<file path="src/rtl/multi_edge_detect_pkg.sv">
// Shared definitions for the multi-channel edge detector: edge-mode encodings
// and the helper that decides whether a level toggle qualifies for a pulse.
package edge_pkg;

   localparam logic [1:0] MODE_OFF  = 2'b00;
   localparam logic [1:0] MODE_RISE = 2'b01;
   localparam logic [1:0] MODE_FALL = 2'b10;
   localparam logic [1:0] MODE_BOTH = 2'b11;

   // A rising toggle needs the rise bit of the mode, a falling toggle the fall bit.
   function automatic logic edge_qualifies(input logic [1:0] mode, input logic rising);
      logic [1:0] needed;
      needed = rising ? MODE_RISE : MODE_FALL;
      return (mode & needed) != MODE_OFF;
   endfunction

endpackage

</file>
<file path="src/rtl/multi_edge_detect_if.sv">
// Channel bus of the edge detector: raw inputs and controls towards the
// detector, filtered levels, pulses, status and interrupt back out.
interface multi_edge_detect_if #(
   parameter int WIDTH = 4
);

   logic [WIDTH-1:0]   in;
   logic [2*WIDTH-1:0] mode;
   logic [WIDTH-1:0]   irq_en;
   logic [WIDTH-1:0]   clear;
   logic [WIDTH-1:0]   level;
   logic [WIDTH-1:0]   edge_pulse;
   logic [WIDTH-1:0]   status;
   logic               irq;

   modport master (
      output in, mode, irq_en, clear,
      input  level, edge_pulse, status, irq
   );

   modport slave (
      input  in, mode, irq_en, clear,
      output level, edge_pulse, status, irq
   );

endinterface

</file>
<file path="src/rtl/multi_edge_detect_chan.sv">
// One channel: synchroniser chain, debounce counter, filtered level,
// mode-qualified one-cycle pulse and sticky status flag.
module edge_chan
   import edge_pkg::*;
#(
   parameter int SYNC_STAGES     = 2,
   parameter int DEBOUNCE_CYCLES = 1
) (
   input  logic       clock,
   input  logic       reset,
   input  logic       in_i,
   input  logic [1:0] mode_i,
   input  logic       clear_i,
   output logic       level_o,
   output logic       pulse_o,
   output logic       status_o
);

   localparam int CntW = $clog2(DEBOUNCE_CYCLES + 1);
   localparam logic [CntW-1:0] CntLast = CntW'(DEBOUNCE_CYCLES - 1);

   logic [SYNC_STAGES-1:0] sync_q, sync_d;
   logic [CntW-1:0]        count_q, count_d;
   logic                   level_q, level_d;
   logic                   pulse_q, pulse_d;
   logic                   status_q, status_d;
   logic                   toggle;

   // The level only flips once the synchronised input has disagreed with it
   // for DEBOUNCE_CYCLES consecutive edges; any agreement restarts the count.
   always_comb begin
      sync_d  = {sync_q[SYNC_STAGES-2:0], in_i};
      count_d = '0;
      level_d = level_q;
      toggle  = 1'b0;
      if (sync_q[SYNC_STAGES-1] != level_q) begin
         if (count_q == CntLast) begin
            toggle  = 1'b1;
            level_d = ~level_q;
         end else begin
            count_d = count_q + 1'b1;
         end
      end
      pulse_d  = toggle && edge_qualifies(mode_i, ~level_q);
      status_d = pulse_d ? 1'b1 : (clear_i ? 1'b0 : status_q);
   end

   always_ff @(posedge clock) begin
      if (reset) begin
         sync_q   <= '0;
         count_q  <= '0;
         level_q  <= 1'b0;
         pulse_q  <= 1'b0;
         status_q <= 1'b0;
      end else begin
         sync_q   <= sync_d;
         count_q  <= count_d;
         level_q  <= level_d;
         pulse_q  <= pulse_d;
         status_q <= status_d;
      end
   end

   assign level_o  = level_q;
   assign pulse_o  = pulse_q;
   assign status_o = status_q;

endmodule

</file>
<file path="src/rtl/multi_edge_detect.sv">
// Multi-channel edge detector: WIDTH independent debounced channels plus a
// maskable interrupt formed from their sticky status flags.
module multi_edge_detect
   import edge_pkg::*;
#(
   parameter int WIDTH           = 4,
   parameter int SYNC_STAGES     = 2,
   parameter int DEBOUNCE_CYCLES = 1
) (
   input logic                clock,
   input logic                reset,
   multi_edge_detect_if.slave bus
);

   logic [WIDTH-1:0] levelW;
   logic [WIDTH-1:0] pulseW;
   logic [WIDTH-1:0] statusW;

   // Channels share nothing but the clock and reset.
   for (genvar i = 0; i < WIDTH; i++) begin : gChan
      edge_chan #(
         .SYNC_STAGES    (SYNC_STAGES),
         .DEBOUNCE_CYCLES(DEBOUNCE_CYCLES)
      ) uChan (
         .clock   (clock),
         .reset   (reset),
         .in_i    (bus.in[i]),
         .mode_i  (bus.mode[2*i +: 2]),
         .clear_i (bus.clear[i]),
         .level_o (levelW[i]),
         .pulse_o (pulseW[i]),
         .status_o(statusW[i])
      );
   end

   // The enable mask acts combinationally so software can gate irq instantly.
   assign bus.level      = levelW;
   assign bus.edge_pulse = pulseW;
   assign bus.status     = statusW;
   assign bus.irq        = |(statusW & bus.irq_en);

endmodule

</file>
<file path="src/flat_wrapper.sv">
// flat-port wrapper written by rule: the top's interface ports become plain ports
module multi_edge_detect_flat import edge_pkg::*;
#(
   parameter int WIDTH           = 4,
   parameter int SYNC_STAGES     = 2,
   parameter int DEBOUNCE_CYCLES = 1
)
  (clock, reset, bus_in, bus_mode, bus_irq_en, bus_clear, bus_level, bus_edge_pulse, bus_status, bus_irq);
  multi_edge_detect_if #(.WIDTH(WIDTH)) bus_i ();
  input logic clock;
  input logic reset;
  input wire logic [$bits(bus_i.in)-1:0] bus_in;
  input wire logic [$bits(bus_i.mode)-1:0] bus_mode;
  input wire logic [$bits(bus_i.irq_en)-1:0] bus_irq_en;
  input wire logic [$bits(bus_i.clear)-1:0] bus_clear;
  output wire logic [$bits(bus_i.level)-1:0] bus_level;
  output wire logic [$bits(bus_i.edge_pulse)-1:0] bus_edge_pulse;
  output wire logic [$bits(bus_i.status)-1:0] bus_status;
  output wire logic [$bits(bus_i.irq)-1:0] bus_irq;
  assign bus_i.in = bus_in;
  assign bus_i.mode = bus_mode;
  assign bus_i.irq_en = bus_irq_en;
  assign bus_i.clear = bus_clear;
  assign bus_level = bus_i.level;
  assign bus_edge_pulse = bus_i.edge_pulse;
  assign bus_status = bus_i.status;
  assign bus_irq = bus_i.irq;
  multi_edge_detect #(.WIDTH(WIDTH), .SYNC_STAGES(SYNC_STAGES), .DEBOUNCE_CYCLES(DEBOUNCE_CYCLES)) u_core (.clock(clock), .reset(reset), .bus(bus_i));
endmodule
</file>
<file path="config.mk">
export PLATFORM = sky130hd
export DESIGN_NAME = multi_edge_detect_flat
export DESIGN_NICKNAME = d
export VERILOG_FILES = /design/src/rtl/multi_edge_detect_pkg.sv /design/src/rtl/multi_edge_detect_if.sv /design/src/rtl/multi_edge_detect_chan.sv /design/src/rtl/multi_edge_detect.sv /design/src/flat_wrapper.sv
export SDC_FILE = /design/constraint.sdc
export NUM_CORES = 1
export LEC_CHECK = 0
export ABC_CLOCK_PERIOD_IN_PS = 1000
export CAP_MARGIN = 15
export CORE_MARGIN = 3
export CORE_UTILIZATION = 41
export CTS_CLUSTER_DIAMETER = 200
export CTS_CLUSTER_SIZE = 12
export DETAILED_ROUTE_END_ITERATION = 12
export PLACE_DENSITY_LB_ADDON = 0.25
export SLEW_MARGIN = 10
export SYNTH_ARGS = -nofsm -noshare
export SYNTH_HDL_FRONTEND = slang
export SYNTH_SLANG_ARGS = --single-unit
</file>
<file path="constraint.sdc">
create_clock -name clock -period 1 [get_ports clock]
set_input_delay 0.2 -clock clock [delete_from_list [all_inputs] [get_ports clock]]
set_output_delay 0.2 -clock clock [all_outputs]
set_load 0.1 [all_outputs]
</file>
After elaboration in Yosys (flattened, before gate mapping)
Cells that the tools add are included.
{"block": "classes", "n_addsub": 4, "muxes": 20, "bitwise_logic": 17, "eq_ne": 4, "reduce_logical": 21}
{"cell": "1-bit two-way mux", "count": 16}
{"cell": "2-bit nonzero test", "count": 8}
{"cell": "1-bit inverter", "count": 12}
{"cell": "3-bit OR reduction", "count": 4}
{"cell": "2-bit AND", "count": 4}
{"cell": "2-bit two-way mux", "count": 4}
{"cell": "2-bit AND reduction", "count": 4}
{"cell": "1-bit adder, second input constant", "count": 4}
{"cell": "4-bit AND", "count": 1}
{"cell": "1-bit logical AND", "count": 4}
{"cell": "1-bit != test", "count": 4}
{"cell": "4-bit OR reduction", "count": 1}
{"block": "totals", "ff_bits": 24, "wordCells": 86, "out_inout_bits": 13, "input_bits": 22}

Longest topological paths before layout
Gate-level depths: netlist of run 1.
{"block": "logic_depth", "depth_word": 5, "mapped_depth": 3, "depth_no_buf": 3}

Cells and area by module
From an unflattened synthesis of run 1, not the netlist that was laid out.
{"block": "hier_totals", "hier_cells": 67, "area_unflattened_um2": 774.5}
{"mod": "edge_chan", "seq_area_each_um2": 120.1, "instances": 4, "cells_each": 16, "area_each_um2": 188.9}
{"mod": "multi_edge_detect", "seq_area_each_um2": 0.0, "instances": 1, "cells_each": 3, "area_each_um2": 18.8}

Worst setup path before layout of run 1
No wires, ideal clock.
{"block": "synth_timing", "path_type": "reg2out", "from": "register u_core.gChan[0].uChan.status_q", "to": "output bus_irq", "t_arrival_ns": 1.055, "path_buffers": 0, "slack_ns": -0.255, "path_stages_with_launch": 3, "t_required_ns": 0.800, "path_cell_list": "dfxtp_1 > a22oi_1 > nand2_1"}
{"block": "synth_via", "elab_chain_cells": 2}
{"item": "from (decl)", "line_no": "multi_edge_detect_chan.sv:26", "source": "logic status_q, status_d;"}
{"item": "from (signal assigned)", "line_no": "multi_edge_detect_chan.sv:60", "source": "status_q <= status_d;"}
{"item": "4-bit AND", "line_no": "multi_edge_detect.sv:40", "source": "assign bus.irq = |(statusW & bus.irq_en);"}
{"item": "4-bit OR reduction", "line_no": "multi_edge_detect.sv:40"}
{"item": "to (decl)", "line_no": "flat_wrapper.sv:19", "source": "output wire logic [$bits(bus_i.irq)-1:0] bus_irq;"}
No other way between the ends.

Worst setup path after layout of run 1
{"block": "layout_timing", "from": "register u_core.gChan[1].uChan.status_q", "to": "output bus_irq"}
{"block": "layout_via", "elab_chain_cells": 2}
{"item": "from (decl)", "line_no": "multi_edge_detect_chan.sv:26"}
{"item": "from (signal assigned)", "line_no": "multi_edge_detect_chan.sv:60"}
{"item": "4-bit AND", "line_no": "multi_edge_detect.sv:40"}
{"item": "4-bit OR reduction", "line_no": "multi_edge_detect.sv:40"}
No other way between the ends.

==> impl_summary.txt, run 1 <==
----------------------------------------------------
[Cells and area]
  Fraction of the core area covered by cells at the end of the flow ... 82.3%
  Filler cells ... 95
  Diode insertion count for antenna repair ... 0
  Final net count ... between 100 and 150
  Area added between synthesis and finish ... 77.4%
  Share of cells above drive strength 1 ... between 40% and 50%

[Outcome]
  Violated checks ... setup timing
  Run status ... finished, violations left

[Route]
  Routed vias ... between 600 and 700
  Count of TritonRoute iterations in the first routing pass ... 4
  Number of nets with antenna violations after detailed routing ... 0
  Total wire length ... ~1.9 mm
  1st-iter DRT viols ... 7
  Final routed DRC violation total ... 0
  DR WL/cell ... 13.0 um
  Vias per cell ... 4.61

[Worst setup path]
  Category of the worst setup path capture point ... output pin
  Required time at the worst-slack endpoint ... approximately 0.80 ns
  Startpoint of the most critical setup path ... u_core.gChan[1].uChan.status_o$_SDFFE_PP0P_
  CP max FO ... 2
  Kind of critical path ... flip-flop to output pin
  Startpoint types ... flip-flop
  Reg-to-Reg Start ... u_core.gChan[3].uChan.level_o$_SDFFE_PP0P_
  Arrival time of the worst setup path ... ~1.2 ns

[Timing]
  Number of pins with negative max-slew slack in the final report ... 0
  Final count of hold timing violations ... 0
  Tmin final ... 1.35 ns
  Number of endpoints failing setup at the final stage ... 15
  Peak clock frequency supported by timing ... 739 MHz
  Worst Slack Setup Final ... -0.353 ns
  RSZ-0062 raised after global routing ... yes
  Final hold slack ... around 0.42 ns
  Worst clock skew ... between 0.009 and 0.01 ns
  Part of the cycle the worst path needs ... 135%

[Power]
  LEAKAGE ... 0.645 nW
  Cell area power density ... 1310 nW/um2
  Max rail drop VDD ... between 1500 and 2000 uV

[Synth]
  Biggest area contributors in the synthesized netlist ... sky130_fd_sc_hd__dfxtp_1 (56%), sky130_fd_sc_hd__buf_4 (10%), sky130_fd_sc_hd__nand3b_1 (7.0%), sky130_fd_sc_hd__a211oi_2 (5.8%), sky130_fd_sc_hd__nor2b_1 (5.8%)
  Count of cell types in the netlist ... 13
  Post-synth EDFFs ... 0
  Count of state elements after synthesis ... 24
  Number of warnings reported in the yosys synthesis log ... 0
  Most used standard cells in the synthesized netlist ... sky130_fd_sc_hd__dfxtp_1 (24), sky130_fd_sc_hd__buf_4 (12), sky130_fd_sc_hd__nand3b_1 (8), sky130_fd_sc_hd__nor2_1 (8), sky130_fd_sc_hd__nor2b_1 (8)
  Post-synthesis async set-or-reset flop share ... 0%
  Post-synth top flop ... sky130_fd_sc_hd__dfxtp_1
  Most area-hungry cell type in the Yosys netlist ... sky130_fd_sc_hd__dfxtp_1
  Share of Yosys cell area claimed by the top area cell type ... between 50% and 60%
  Mapped cell area ... around 860 um2
  Gate count after technology mapping ... 78
  Share of the yosys chip area belonging to registers ... 55.7%
  Most common cell in the synthesized netlist ... sky130_fd_sc_hd__dfxtp_1
  Synth Area per Inst ... between 10 and 15 um2

[Clock network]
  CTS tree ... built
  Clock latency at the later pin of the worst-skew pair ... between 0.3 and 0.4 ns
  Clock edge transition at the registers on the reported setup and hold paths ... 0.13 ns
  Buffers from clock root to sink, at most ... 2
  # clock sinks ... 24
  Root Buffer Master ... sky130_fd_sc_hd__clkbuf_4
  Level count of the clock H-tree ... 1
  Total CTS buffers ... 3

[Global route]
  Vias in the first global route ... 641
  Maximum number of pins on one net before global-route repair ... 17
  Global-route wire length before repair ... between 2 and 3 mm
  Global-route congestion overflow total ... 0
  Initial antenna violation count ... 0
  Total GRT Usage ... between 10% and 20%

[Floorplan]
  DIE HEIGHT ... 51.9 um
  Initial standard-cell utilization of the core ... between 40% and 50%
  Die boundary width ... a little over 50 um
  Area of the core ... ~1900 um2
  Number of top-level pins ... 35
  Floorplan die area ... roughly 2700 um2
  # rows ... 15

[Worst hold path]
  Hold WC Path Type ... input port to flip-flop
  Hold Path Origin ... bus_in[3]

[Placement]
  Placed wire-length estimate ... between 1 and 1.5 mm
  Final Wtd Congestion ... between 0.6 and 0.7
  Total of buffers placed on input and output ports ... 34

[Run]
  Total of max-cap violations ... 0

----------------------------------------------------
[layout by cell type, fill, tap and decap left out, drive strengths merged]
| cell | count |
|---|---|
| dfxtp | 24 |
| bufinv | 1 |
| nor2 | 8 |
| a21o | 4 |
| a22oi | 2 |
| clkbuf | 3 |
| conb | 4 |
| mux2i | 4 |
| a211oi | 4 |
| nand2 | 1 |
| clkdlybuf4s50 | 21 |
| nand3b | 8 |
| buf | 28 |
| nor2b | 8 |
[cell type report]
type	instances	area, um2	area share, %
clock buffers	3	22.5	1.47
well taps	25	31.3	2.05
flip-flops and latches	24	500	32.7
clock inverters	1	30.0	1.96
multi-input cells	43	312	20.4
repair buffers	49	633	41.4
[worst max-delay path, cell delays in order, from the launching register on]
cell and delay, ns:
sky130_fd_sc_hd__dfxtp_2 0.36, sky130_fd_sc_hd__a22oi_2 0.22, sky130_fd_sc_hd__nand2_4 0.08, sky130_fd_sc_hd__buf_12 0.17
[cells by family (layout without fill, tap and decap cells)]
kind of cell	count (synthesis)	count (layout)	share of synthesized area [%]
AND/OR/NAND/NOR	25	25	16.7
AO/OA/AOI/OAI	10	10	11.0
buffers and inverters	14	53	11.5
other	1	4	0.435
flip-flops	24	24	55.7
multiplexers	4	4	4.64
[per-stage QoR]
step	cells	setup TNS, ns	worst slack, ns	power, mW	cell area [um2]
2_1_floorplan	81	0	0.00682	1.17	881
3_3_place_gp	134	-2.43	-0.327	1.32	1360
3_5_place_dp	134	-2.53	-0.338	1.32	1360
4_1_cts	143	-1.65	-0.306	2.01	1500
5_1_grt	145	-2.39	-0.415	2.09	1530
6_report	145	-1.70	-0.353	2.01	1530
[power by group]
| part | switching (mW) | leakage (nW) | internal (mW) |
|---|---|---|---|
| combinational | 0.142 | 0.414 | 0.170 |
| sequential | 0.0232 | 0.204 | 0.987 |
| clock | 0.283 | 0.0279 | 0.406 |
| total | 0.448 | 0.645 | 1.56 |
[registers in the layout, summed over array words and instances (netlist names)]
name and count:
u_core.gChan.uChan.level_o 4, u_core.gChan.uChan.pulse_o 4, u_core.gChan.uChan.status_o 4, u_core.gChan.uChan.count_q 4, u_core.gChan.uChan.sync_q 8
[what timing repair did]
item | in CTS | in global routing
gates resized for setup | 22 | 6
setup buffers | 6 | 4
setup endpoints to repair | 13 | 20
endpoints found under the hold margin | 0 | 0
hold buffers | 0 | 0
[layer usage]
metal	wire, um	track usage (%)	up-vias	part of all wire (%)
met5	0	0	-	0
met4	37	6.55	0	2.0
met3	144	2.87	5	7.6
met2	1030	24.1	25	54
met1	677	17.1	309	36
li1	-	-	329	-
[final timing paths]
check                                                endpoint  slack, ns  cells after the start
hold / removal     u_core.gChan[3].uChan.sync_q[0]$_SDFF_PP0_       0.42                      2
hold reg to reg    u_core.gChan[1].uChan.sync_q[1]$_SDFF_PP0_       0.45                      1
setup / recovery                                      bus_irq      -0.35                      3
setup reg to reg  u_core.gChan[3].uChan.status_o$_SDFFE_PP0P_          0                      4
Power figures use the tool's default switching activity.
==> run 2: changes to the inputs <==
Settings changed: ABC_CLOCK_PERIOD_IN_PS 1000 to 1320, CTS_CLUSTER_SIZE 12 to not set.
Clock period 1 ns to 1.32 ns, I/O delays scaled along.
==> impl_summary.txt, run 2 (same netlist as run 1, synthesis figures left out) <==
----------------------------------------------------
[Floorplan]
  Initial standard-cell utilization of the core ... between 40 and 50%
  Area of the core ... approximately 1900 um2
  Die boundary width ... 51.9 um
  Number of top-level pins ... 35
  Floorplan die area ... 2690 um2
  # rows ... 15
  DIE HEIGHT ... around 52 um

[Power]
  Reported net switching power ... a little under 0.3 mW
  Combinational group share of total power ... between 15 and 20%
  Cell area power density ... around 930 nW/um2
  LEAKAGE ... roughly 0.57 nW
  Overall Power ... 1.26 mW
  Max rail drop VDD ... slightly below 600 uV
  Sw Ratio ... about a quarter
  Internal power consumption ... 0.963 mW
  Sequential share of power ... between 60% and 70%
  Clock Power Share ... 22.6%

[Cells and area]
  Register containing the most flip-flops in the final layout ... u_core.gChan.uChan.sync_q
  Fraction of the core area covered by cells at the end of the flow ... between 70% and 80%
  Filler cells ... about 130
  Multi-input gate area in the final layout ... 307 um2
  Footprint of the flip-flops and latches ... roughly 490 um2
  Most frequent cells in the layout ... sky130_fd_sc_hd__dfxtp_1 (21), sky130_fd_sc_hd__clkdlybuf4s50_1 (18), sky130_fd_sc_hd__buf_12 (14)
  Share of cells above drive strength 1 ... between 20% and 30%
  Diode insertion count for antenna repair ... 0
  Final net count ... about 130
  Most frequent standard cell in the layout excluding fill and tap cells ... sky130_fd_sc_hd__dfxtp_1
  Largest register FFs ... 8
  Post-route cell area ... about 1400 um2
  Area added between synthesis and finish ... 57.2%

[Timing]
  RSZ-0062 raised after global routing ... yes
  Final count of hold timing violations ... 0
  Number of endpoints failing setup at the final stage ... 1
  Final hold slack ... approximately 0.46 ns
  Worst clock skew ... about 0.0009 ns
  Tmin final ... around 1.4 ns
  Number of pins with negative max-slew slack in the final report ... 0
  Peak clock frequency supported by timing ... 729 MHz
  Part of the cycle the worst path needs ... 104%
  Worst Slack Setup Final ... -0.0509 ns

[Clock network]
  CTS tree ... built
  Buffers from clock root to sink, at most ... 2
  Clock edge transition at the registers on the reported setup and hold paths ... ~0.11 ns
  Level count of the clock H-tree ... 1
  Total CTS buffers ... 3
  # clock sinks ... 24
  Root Buffer Master ... sky130_fd_sc_hd__clkbuf_4
  Hold-fix buffers at CTS ... 0
  Clock latency at the later pin of the worst-skew pair ... between 0.2 and 0.3 ns

[Route]
  Routed vias ... approximately 600
  Final routed DRC violation total ... 0
  1st-iter DRT viols ... 0
  DR WL/cell ... ~12 um
  Vias per cell ... roughly 4.6
  Count of TritonRoute iterations in the first routing pass ... 1
  Total wire length ... 1.65 mm
  Number of nets with antenna violations after detailed routing ... 0

[Global route]
  Total GRT Usage ... between 10 and 15%
  Maximum number of pins on one net before global-route repair ... 21
  Initial antenna violation count ... 0
  Global-route congestion overflow total ... 0
  Vias in the first global route ... 613
  Global-route wire length before repair ... roughly 2.7 mm

[Worst setup path]
  Required time at the worst-slack endpoint ... approximately 1.1 ns
  Kind of critical path ... flip-flop to output pin
  Arrival time of the worst setup path ... ~1.1 ns
  Category of the worst setup path capture point ... output pin
  CP max FO ... 3
  Startpoint types ... flip-flop
  Minimum setup slack among reg-to-reg paths ... 0.36 ns

[Placement]
  Final Wtd Congestion ... about 0.69
  Total of buffers placed on input and output ports ... 34
  Instance area at placement ... between 1000 and 1500 um2

[Run]
  Total of max-cap violations ... 0

[Outcome]
  Violated checks ... setup timing
  Run status ... finished, violations left

[Worst hold path]
  Hold WC Path Type ... flip-flop to flip-flop

----------------------------------------------------
-- run 2: cell types whose count changed in the layout (fill, tap and decap cells not counted), moves of 2 or more --
| cell | before | now |
|---|---|---|
| sky130_fd_sc_hd__clkdlybuf4s50_1 | 21 | 18 |
| sky130_fd_sc_hd__dfxtp_1 | 12 | 21 |
| sky130_fd_sc_hd__dlygate4sd2_1 | 0 | 2 |
| sky130_fd_sc_hd__dfxtp_2 | 10 | 1 |
| sky130_fd_sc_hd__buf_6 | 10 | 0 |
| sky130_fd_sc_hd__buf_4 | 4 | 2 |
-- run 2: routing by layer --
metal / track usage (%) / wire [um] / up-vias
li1: - / - / 304
met1: 12.7 / 582 / 273
met2: 28.2 / 935 / 23
met3: 3.44 / 117 / 2
met4: 5.24 / 13 / 0
met5: 0 / 0 / -
-- run 2: stage by stage --
stage | instances | setup WS (ns) | setup TNS [ns]
4_1_cts | 132 | -0.0751 | -0.0751
3_3_place_gp | 127 | -0.0651 | -0.0651
2_1_floorplan | 81 | 0.000606 | 0
5_1_grt | 132 | -0.135 | -0.135
3_5_place_dp | 127 | -0.140 | -0.140
6_report | 132 | -0.0509 | -0.0509
-- run 2: critical path, cell delays in order, from the launching register on --
cell	delay, ns
sky130_fd_sc_hd__dfxtp_2	0.37
sky130_fd_sc_hd__a22oi_2	0.19
sky130_fd_sc_hd__nand2_2	0.09
sky130_fd_sc_hd__buf_12	0.17
-- run 2: worst paths after layout --
path,startpoint,cells past startpoint,to
setup reg to reg,u_core.gChan[3].uChan.level_o$_SDFFE_PP0P_,3,u_core.gChan[3].uChan.status_o$_SDFFE_PP0P_
hold reg to reg,u_core.gChan[1].uChan.sync_q[0]$_SDFF_PP0_,1,u_core.gChan[1].uChan.sync_q[1]$_SDFF_PP0_
hold / removal,u_core.gChan[1].uChan.sync_q[0]$_SDFF_PP0_,1,u_core.gChan[1].uChan.sync_q[1]$_SDFF_PP0_
setup / recovery,u_core.gChan[2].uChan.status_o$_SDFFE_PP0P_,3,bus_irq
-- run 2: timing repair --
action                     CTS  global route
setup endpoints to repair    1             1
setup buffers                2             0
pin swaps                    3             2
gates resized for setup      9             2
-- run 2: power groups by stage --
stage | combinational (mW) | clock, mW | sequential, mW
finish | 0.211 | 0.284 | 0.765
CTS | 0.212 | 0.300 | 0.765
floorplan | 0.109 | 0 | 0.777
detailed placement | 0.209 | 0 | 0.786
global placement | 0.205 | 0 | 0.784
global route | 0.221 | 0.334 | 0.769
-- run 2: final cells by class --
class,count,area share (%)
Tap cell,25,2.31
Timing Repair Buffer,37,37.3
Sequential cell,24,36.1
Multi-Input combinational cell,43,22.6
Clock buffer,3,1.66
==> run 3: changes to the inputs <==
Settings changed: GPL_ROUTABILITY_DRIVEN set to 0.
==> results of run 3 <==
No change in the layout: final DEF, timing and power equal those of run 2.
